**src/rtl/dsp_pkg.sv**
```systemverilog
// Shared definitions for the MAC slice: opmode field positions, Z-select codes
// and the pre-adder width rule.
package dsp_pkg;

    localparam int OP_PRE_SUB  = 0;
    localparam int OP_PRE_BYP  = 1;
    localparam int OP_ZSEL_LO  = 2;
    localparam int OP_ZSEL_HI  = 3;
    localparam int OP_POST_SUB = 4;

    localparam logic [1:0] Z_ZERO = 2'b00;
    localparam logic [1:0] Z_C    = 2'b01;
    localparam logic [1:0] Z_P    = 2'b10;

    // One guard bit over the wider pre-adder operand so D+/-B never truncates.
    function automatic int prew(input int bw, input int dw);
        return ((bw > dw) ? bw : dw) + 1;
    endfunction

endpackage

```
**src/rtl/dsp_preadd.sv**
```systemverilog
// Registered signed pre-adder stage: D+B, D-B, or sign-extended B on bypass.
module dsp_preadd
    import dsp_pkg::*;
#(
    parameter int BW   = 18,
    parameter int DW   = 18,
    parameter int PREW = prew(BW, DW)
) (
    input  logic            CLK,
    input  logic            rst,
    input  logic            ce,
    input  logic [BW-1:0]   b,
    input  logic [DW-1:0]   d,
    input  logic            pre_sub,
    input  logic            pre_byp,
    output logic [PREW-1:0] pre
);

    logic signed [PREW-1:0] b_x;
    logic signed [PREW-1:0] d_x;
    logic signed [PREW-1:0] pre_nxt;

    assign b_x = PREW'($signed(b));
    assign d_x = PREW'($signed(d));

    always_comb begin
        pre_nxt = d_x + b_x;
        if (pre_byp) begin
            pre_nxt = b_x;
        end else if (pre_sub) begin
            pre_nxt = d_x - b_x;
        end
    end

    always_ff @(posedge CLK) begin
        if (rst) begin
            pre <= '0;
        end else if (ce) begin
            pre <= pre_nxt;
        end
    end

endmodule

```
**src/rtl/dsp_mac_pipe.sv**
```systemverilog
// Four-stage signed DSP slice: input regs, pre-adder, multiplier, post-adder/accumulator
// with per-sample opmode, valid pipeline, global clock enable and overflow flag.
module dsp_mac_pipe
    import dsp_pkg::*;
#(
    parameter int AW = 18,
    parameter int BW = 18,
    parameter int DW = 18,
    parameter int CW = 48,
    parameter int PW = 48
) (
    input  logic          CLK,
    input  logic          rst,
    input  logic          ce,
    input  logic          in_valid,
    input  logic [AW-1:0] A,
    input  logic [BW-1:0] B,
    input  logic [DW-1:0] D,
    input  logic [CW-1:0] C,
    input  logic [4:0]    opmode,
    output logic [PW-1:0] P,
    output logic          out_valid,
    output logic          overflow
);

    localparam int PREW = prew(BW, DW);
    localparam int MW   = AW + PREW;

    generate
        if (CW > PW || PW < MW) begin : g_bad_params
            $error("dsp_mac_pipe: parameters need CW <= PW and PW >= AW + max(BW,DW) + 1");
        end
    endgenerate

    // S1: input capture
    logic [AW-1:0] a1;
    logic [BW-1:0] b1;
    logic [DW-1:0] d1;
    logic [CW-1:0] c1;
    logic [4:0]    op1;
    logic          v1;

    // S2/S3 carry only the post-adder controls: {post_sub, zsel}
    logic [AW-1:0]   a2;
    logic [CW-1:0]   c2;
    logic [2:0]      op2;
    logic            v2;
    logic [PREW-1:0] pre2;

    logic [MW-1:0]   m3;
    logic [CW-1:0]   c3;
    logic [2:0]      op3;
    logic            v3;

    logic signed [MW-1:0] m_nxt;
    logic signed [PW-1:0] z;
    logic signed [PW:0]   z_x;
    logic signed [PW:0]   m_x;
    logic signed [PW:0]   sum;

    always_ff @(posedge CLK) begin
        if (rst) begin
            a1  <= '0;
            b1  <= '0;
            d1  <= '0;
            c1  <= '0;
            op1 <= '0;
            v1  <= 1'b0;
        end else if (ce) begin
            a1  <= A;
            b1  <= B;
            d1  <= D;
            c1  <= C;
            op1 <= opmode;
            v1  <= in_valid;
        end
    end

    dsp_preadd #(
        .BW (BW),
        .DW (DW)
    ) u_preadd (
        .CLK     (CLK),
        .rst     (rst),
        .ce      (ce),
        .b       (b1),
        .d       (d1),
        .pre_sub (op1[OP_PRE_SUB]),
        .pre_byp (op1[OP_PRE_BYP]),
        .pre     (pre2)
    );

    always_ff @(posedge CLK) begin
        if (rst) begin
            a2  <= '0;
            c2  <= '0;
            op2 <= '0;
            v2  <= 1'b0;
        end else if (ce) begin
            a2  <= a1;
            c2  <= c1;
            op2 <= {op1[OP_POST_SUB], op1[OP_ZSEL_HI:OP_ZSEL_LO]};
            v2  <= v1;
        end
    end

    // Full-width product; MW bits always hold it exactly.
    assign m_nxt = MW'($signed(a2)) * MW'($signed(pre2));

    always_ff @(posedge CLK) begin
        if (rst) begin
            m3  <= '0;
            c3  <= '0;
            op3 <= '0;
            v3  <= 1'b0;
        end else if (ce) begin
            m3  <= m_nxt;
            c3  <= c2;
            op3 <= op2;
            v3  <= v2;
        end
    end

    always_comb begin
        z = '0;
        case (op3[1:0])
            Z_ZERO:  z = '0;
            Z_C:     z = PW'($signed(c3));
            Z_P:     z = $signed(P);
            default: z = '0;
        endcase
    end

    // One extra bit keeps the exact result so overflow is just a sign-bit disagreement.
    assign z_x = (PW+1)'(z);
    assign m_x = (PW+1)'($signed(m3));
    assign sum = op3[2] ? (z_x - m_x) : (z_x + m_x);

    always_ff @(posedge CLK) begin
        if (rst) begin
            P         <= '0;
            overflow  <= 1'b0;
            out_valid <= 1'b0;
        end else if (ce) begin
            out_valid <= v3;
            if (v3) begin
                P        <= sum[PW-1:0];
                overflow <= sum[PW] ^ sum[PW-1];
            end
        end
    end

endmodule
```
**config.mk**
```make
export PLATFORM = sky130hd
export DESIGN_NAME = dsp_mac_pipe
export DESIGN_NICKNAME = d
export VERILOG_FILES = /design/src/rtl/dsp_pkg.sv /design/src/rtl/dsp_preadd.sv /design/src/rtl/dsp_mac_pipe.sv
export SDC_FILE = /design/constraint.sdc
export NUM_CORES = 2
export LEC_CHECK = 0
export CORE_AREA = 4 4 332 236
export CTS_CLUSTER_SIZE = 10
export DETAILED_ROUTE_END_ITERATION = 10
export DIE_AREA = 0 0 336 240
export PLACE_DENSITY_LB_ADDON = 0.08
export SLEW_MARGIN = 20
export SYNTH_ARGS = -nofsm -noshare
export SYNTH_HDL_FRONTEND = slang
export SYNTH_SLANG_ARGS = --single-unit
export TNS_END_PERCENT = 50
```
**constraint.sdc**
```tcl
create_clock -name CLK -period 10.6 [get_ports CLK]
set_clock_uncertainty 0.1 [all_clocks]
set_input_delay 1.59 -clock CLK [delete_from_list [all_inputs] [get_ports CLK]]
set_output_delay 1.59 -clock CLK [all_outputs]
set_load 0.005 [all_outputs]
```
==> insert_results.sql <==
INSERT INTO impl_metrics (metric_group, metric, value, unit) VALUES
('timing', 'max_freq', '130', 'MHz'),
('synth', 'synth_warnings', '0', ''),
('drt', 'ant_nets', '0', ''),
('place', 'io_buffers', '160', ''),
('critical_path', 'worst_path_max_delay_cell', 'sky130_fd_sc_hd__dfxtp_1', ''),
('synth', 'netlist_instances', '3409', ''),
('floorplan', 'chip_height', '240', 'um'),
('synth', 'synth.distinct_cells', '73', ''),
('clocking', 'tritoncts', 'yes', ''),
('critical_path', 'capturing_element_type_of_the_critical_path', 'flop', ''),
('drt', 'drt-wirelength-per-cell', '17.8', 'um'),
('cells_and_area', 'drive_above_1_share', '3.24', '%'),
('synth', 'syn_avg_cell_area', '8.75', 'um^2'),
('critical_path', 'worst_setup_path_endpoint', 'm3[36]$_SDFFE_PP0P_', ''),
('floorplan', 'io_pins', '161', ''),
('clocking', 'clock_sinks', '336', ''),
('pwr', 'power', '4.08', 'mW'),
('cells_and_area', 'post-route-util', '44.8', '%'),
('floorplan', 'fp.dieArea', '80600', 'um^2'),
('grt', 'largest_net_degree_at_the_start_of_global_routing', '126', ''),
('clocking', 'clkTransAtPathRegs', '0.05', 'ns'),
('drt', 'routed_wirelength', '79200', 'um'),
('synth', 'synth_sequential_area_ratio', '22.6', '%'),
('outcome', 'outcome', 'finished, final reports clean', ''),
('job', 'maxCapViolations', '0', ''),
('cells_and_area', 'finalNetCount', '4066', ''),
('place', 'detailed_placement_hpwl', '61500', 'um'),
('clocking', 'cts_resized', '0', ''),
('drt', 'drt-vias-per-instance', '5.13', ''),
('grt', 'grt_antenna_before_repair', '2', ''),
('clocking', 'post_cts_buffers', '0', ''),
('critical_path', 'worstRegToRegCells', '20', ''),
('synth', 'synthArstFlopShare', '0', '%'),
('drt', 'routed-wl-met2', '36300', 'um'),
('critical_path', 'startpoint_of_the_most_critical_register_to_register_path', 'u_preadd.pre[11]$_SDFFE_PP0P_', ''),
('clocking', 'clock_latency', '0.59', 'ns'),
('critical_path', 'worstSetupStartpoint', 'u_preadd.pre[11]$_SDFFE_PP0P_', ''),
('clocking', 'h-tree-depth', '2', ''),
('critical_path', 'worstSetupStartpointType', 'flop', ''),
('critical_path', 'worst_r2r_endpoint', 'm3[36]$_SDFFE_PP0P_', ''),
('synth', 'synth_nets', '4032', ''),
('min_path', 'hp-class', 'flop to flop', ''),
('critical_path', 'path_cells', 'nand2_1, fa_1, fa_1, fa_1, inv_1, fa_1, fa_1, inv_1, fa_1, inv_1, ha_1, a21o_1, a21o_1, a221o_1, a2111oi_1, o32ai_1, nand2_1, o21ai_0, or3_1, a32o_1', ''),
('drt', 'detailedRoute.firstIterationViolations', '1086', ''),
('place', 'gp_routability_congestion', '0.857', ''),
('critical_path', 'longest_individual_stage_delay_on_the_worst_path', '0.99', 'ns'),
('clocking', 'hold_buf_count_cts', '0', ''),
('synth', 'yosysTopAreaCell', 'sky130_fd_sc_hd__fa_1', ''),
('pwr', 'static_leakage', '15.1', 'nW'),
('critical_path', 'critical_path_arrival', '8.08', 'ns'),
('synth', 'post_synth_main_area_contributors', 'sky130_fd_sc_hd__fa_1, sky130_fd_sc_hd__dfxtp_1, sky130_fd_sc_hd__mux2i_1', ''),
('grt', 'grt_ovf', '0', ''),
('drt', 'dr_wl_met3', '3550', 'um'),
('grt', 'grt_pass1_vias', '23411', ''),
('pwr', 'vdd_ir_drop_max', '0.104', 'mV'),
('clocking', 'clk_root_buffer_cell', 'sky130_fd_sc_hd__clkbuf_16', ''),
('timing', 'final.period_utilization', '72.8', '%'),
('critical_path', 'setup.worst_path.class', 'flop to flop', ''),
('drt', 'top_signal_layer_used', 'met4', ''),
('synth', 'synth_top_area_share', '23.3', '%'),
('timing', 'min_period', '7.71', 'ns'),
('timing', 'hold_viol_final', '0', ''),
('timing', 'maxSlewViolCount', '0', ''),
('synth', 'ys_seq_elements', '336', ''),
('floorplan', 'floorplan.rows', '84', ''),
('critical_path', 'timing.reg2reg.setup_slack', '2.89', 'ns'),
('timing', 'max_slew.worst_pin.slew', '1.04', 'ns'),
('floorplan', 'start_util', '39.9', '%'),
('floorplan', 'floorplan.die.width', '336', 'um'),
('drt', 'detail_route.first_pass.iterations', '5', ''),
('grt', 'track_usage', '19.8', '%');
-- routing by layer --
layer,global-route usage (%),vias to the layer above
met3,3.13,91
met4,4.31,0
li1,-,11025
met1,28.4,11323
met2,31.8,413
met5,0,-
-- report_power, final --
group / switching [mW] / internal, mW / total [mW]
sequential: 0.101 / 1.32 / 1.42
combinational: 0.685 / 0.510 / 1.19
clock: 0.577 / 0.883 / 1.46
total: 1.36 / 2.72 / 4.08
-- kinds of logic (layout without fill, tap and decap cells) --
logic type                 after synthesis  after routing  synth area share [%]
and+or+nand+nor                       1052           1052                  16.1
buffers and inverters                  644            697                  8.12
adders and majority gates              512            512                  30.2
AOI/OAI and AO/OA                      457            457                  9.84
DFF                                    336            336                  22.6
muxes                                  265            265                  8.94
xor gates and xnor gates               143            143                  4.22
other                                    0              2                     0
-- cell usage after synthesis (8+ instances only) --
cell type                    n
sky130_fd_sc_hd__clkbuf_1  155
sky130_fd_sc_hd__inv_1     451
sky130_fd_sc_hd__nor2b_1    11
sky130_fd_sc_hd__xor2_1     29
sky130_fd_sc_hd__and2_1    164
sky130_fd_sc_hd__nand2b_1   20
sky130_fd_sc_hd__mux2i_1   263
sky130_fd_sc_hd__nand3_1    26
sky130_fd_sc_hd__a21oi_1   161
sky130_fd_sc_hd__a211oi_1   19
sky130_fd_sc_hd__a21o_1     43
sky130_fd_sc_hd__xnor2_1   113
sky130_fd_sc_hd__and3_1     15
sky130_fd_sc_hd__nand4_1    10
sky130_fd_sc_hd__fa_1      347
sky130_fd_sc_hd__a22oi_1    49
sky130_fd_sc_hd__o21ai_0    68
sky130_fd_sc_hd__nor2_1    428
sky130_fd_sc_hd__a31oi_1    13
sky130_fd_sc_hd__dfxtp_1   336
sky130_fd_sc_hd__nand2_1   292
sky130_fd_sc_hd__o21bai_1   16
sky130_fd_sc_hd__nor3_1     32
sky130_fd_sc_hd__ha_1      165
sky130_fd_sc_hd__or2_2      10
sky130_fd_sc_hd__or3_1       8
sky130_fd_sc_hd__o211ai_1   19
sky130_fd_sc_hd__buf_1      35
-- critical path, delay by kind of cell (launching register included) --
family / cells / cell delay (ns)
compound gates: 7 / 2.27
fa+ha+maj: 7 / 3.30
buf+inv: 3 / 0.14
flops: 1 / 0.99
simple gates: 3 / 0.78
-- state kept, by name, indices dropped and copies added, names as in the netlist --
signal        count
d1               18
b1               18
c3               48
op3               3
v2                1
c2               48
a2               18
v3                1
op2               3
m3               37
out_valid         1
c1               48
overflow          1
P                48
u_preadd.pre     19
v1                1
a1               18
op1               5
-- metrics by stage --
stage	instances	area, um^2	worst slack, ns	hold WS [ns]
after global placement	4387	32100	2.75	0.361
after CTS	4451	33500	2.88	0.373
after global routing	4452	33500	2.48	0.388
after floorplan	3409	29800	3.94	0.360
final	4453	33500	2.89	0.372
after detailed placement	4387	32100	2.89	0.365
-- how the worst min path moves through the flow --
stage                     slack [ns]               start  depth (start not counted)                  to
after floorplan                 0.36  a1[0]$_SDFFE_PP0P_                          2  a1[0]$_SDFFE_PP0P_
after global placement          0.36  P[27]$_SDFFE_PP0P_                          2  P[27]$_SDFFE_PP0P_
after detailed placement        0.37  P[28]$_SDFFE_PP0P_                          2  P[28]$_SDFFE_PP0P_
after CTS                       0.37  P[28]$_SDFFE_PP0P_                          2  P[28]$_SDFFE_PP0P_
after global routing            0.39  P[28]$_SDFFE_PP0P_                          2  P[28]$_SDFFE_PP0P_
final                           0.37  P[28]$_SDFFE_PP0P_                          2  P[28]$_SDFFE_PP0P_
-- layout by cell type (no fill, tap or decap), types with 11 or more instances in the layout --
cell,n
sky130_fd_sc_hd__fa_1,347
sky130_fd_sc_hd__xor2_1,29
sky130_fd_sc_hd__a211oi_1,18
sky130_fd_sc_hd__xnor2_1,113
sky130_fd_sc_hd__and3_1,15
sky130_fd_sc_hd__a22oi_1,49
sky130_fd_sc_hd__clkbuf_16,44
sky130_fd_sc_hd__a31oi_1,13
sky130_fd_sc_hd__mux2i_1,263
sky130_fd_sc_hd__nand3_1,26
sky130_fd_sc_hd__ha_1,163
sky130_fd_sc_hd__a21o_1,43
sky130_fd_sc_hd__dfxtp_1,335
sky130_fd_sc_hd__nor3_1,32
sky130_fd_sc_hd__nand2_1,291
sky130_fd_sc_hd__inv_1,451
sky130_fd_sc_hd__buf_4,21
sky130_fd_sc_hd__nor2_1,428
sky130_fd_sc_hd__nor2b_1,11
sky130_fd_sc_hd__and2_1,163
sky130_fd_sc_hd__o21ai_0,68
sky130_fd_sc_hd__o211ai_1,19
sky130_fd_sc_hd__o21bai_1,16
sky130_fd_sc_hd__clkdlybuf4s50_1,158
sky130_fd_sc_hd__a21oi_1,161
sky130_fd_sc_hd__nand2b_1,20
-- final cells by class --
class | instances | area, um^2
antenna | 2 | 5.00
fill | 7377 | 41300
timing repair buffer | 182 | 1790
tap | 989 | 1240
sequential | 336 | 6730
clock inverter | 10 | 220
multi-input combinational | 2429 | 20700
clock buffer | 54 | 1150
inverter | 451 | 1690
(Power assumes the default switching activity.)
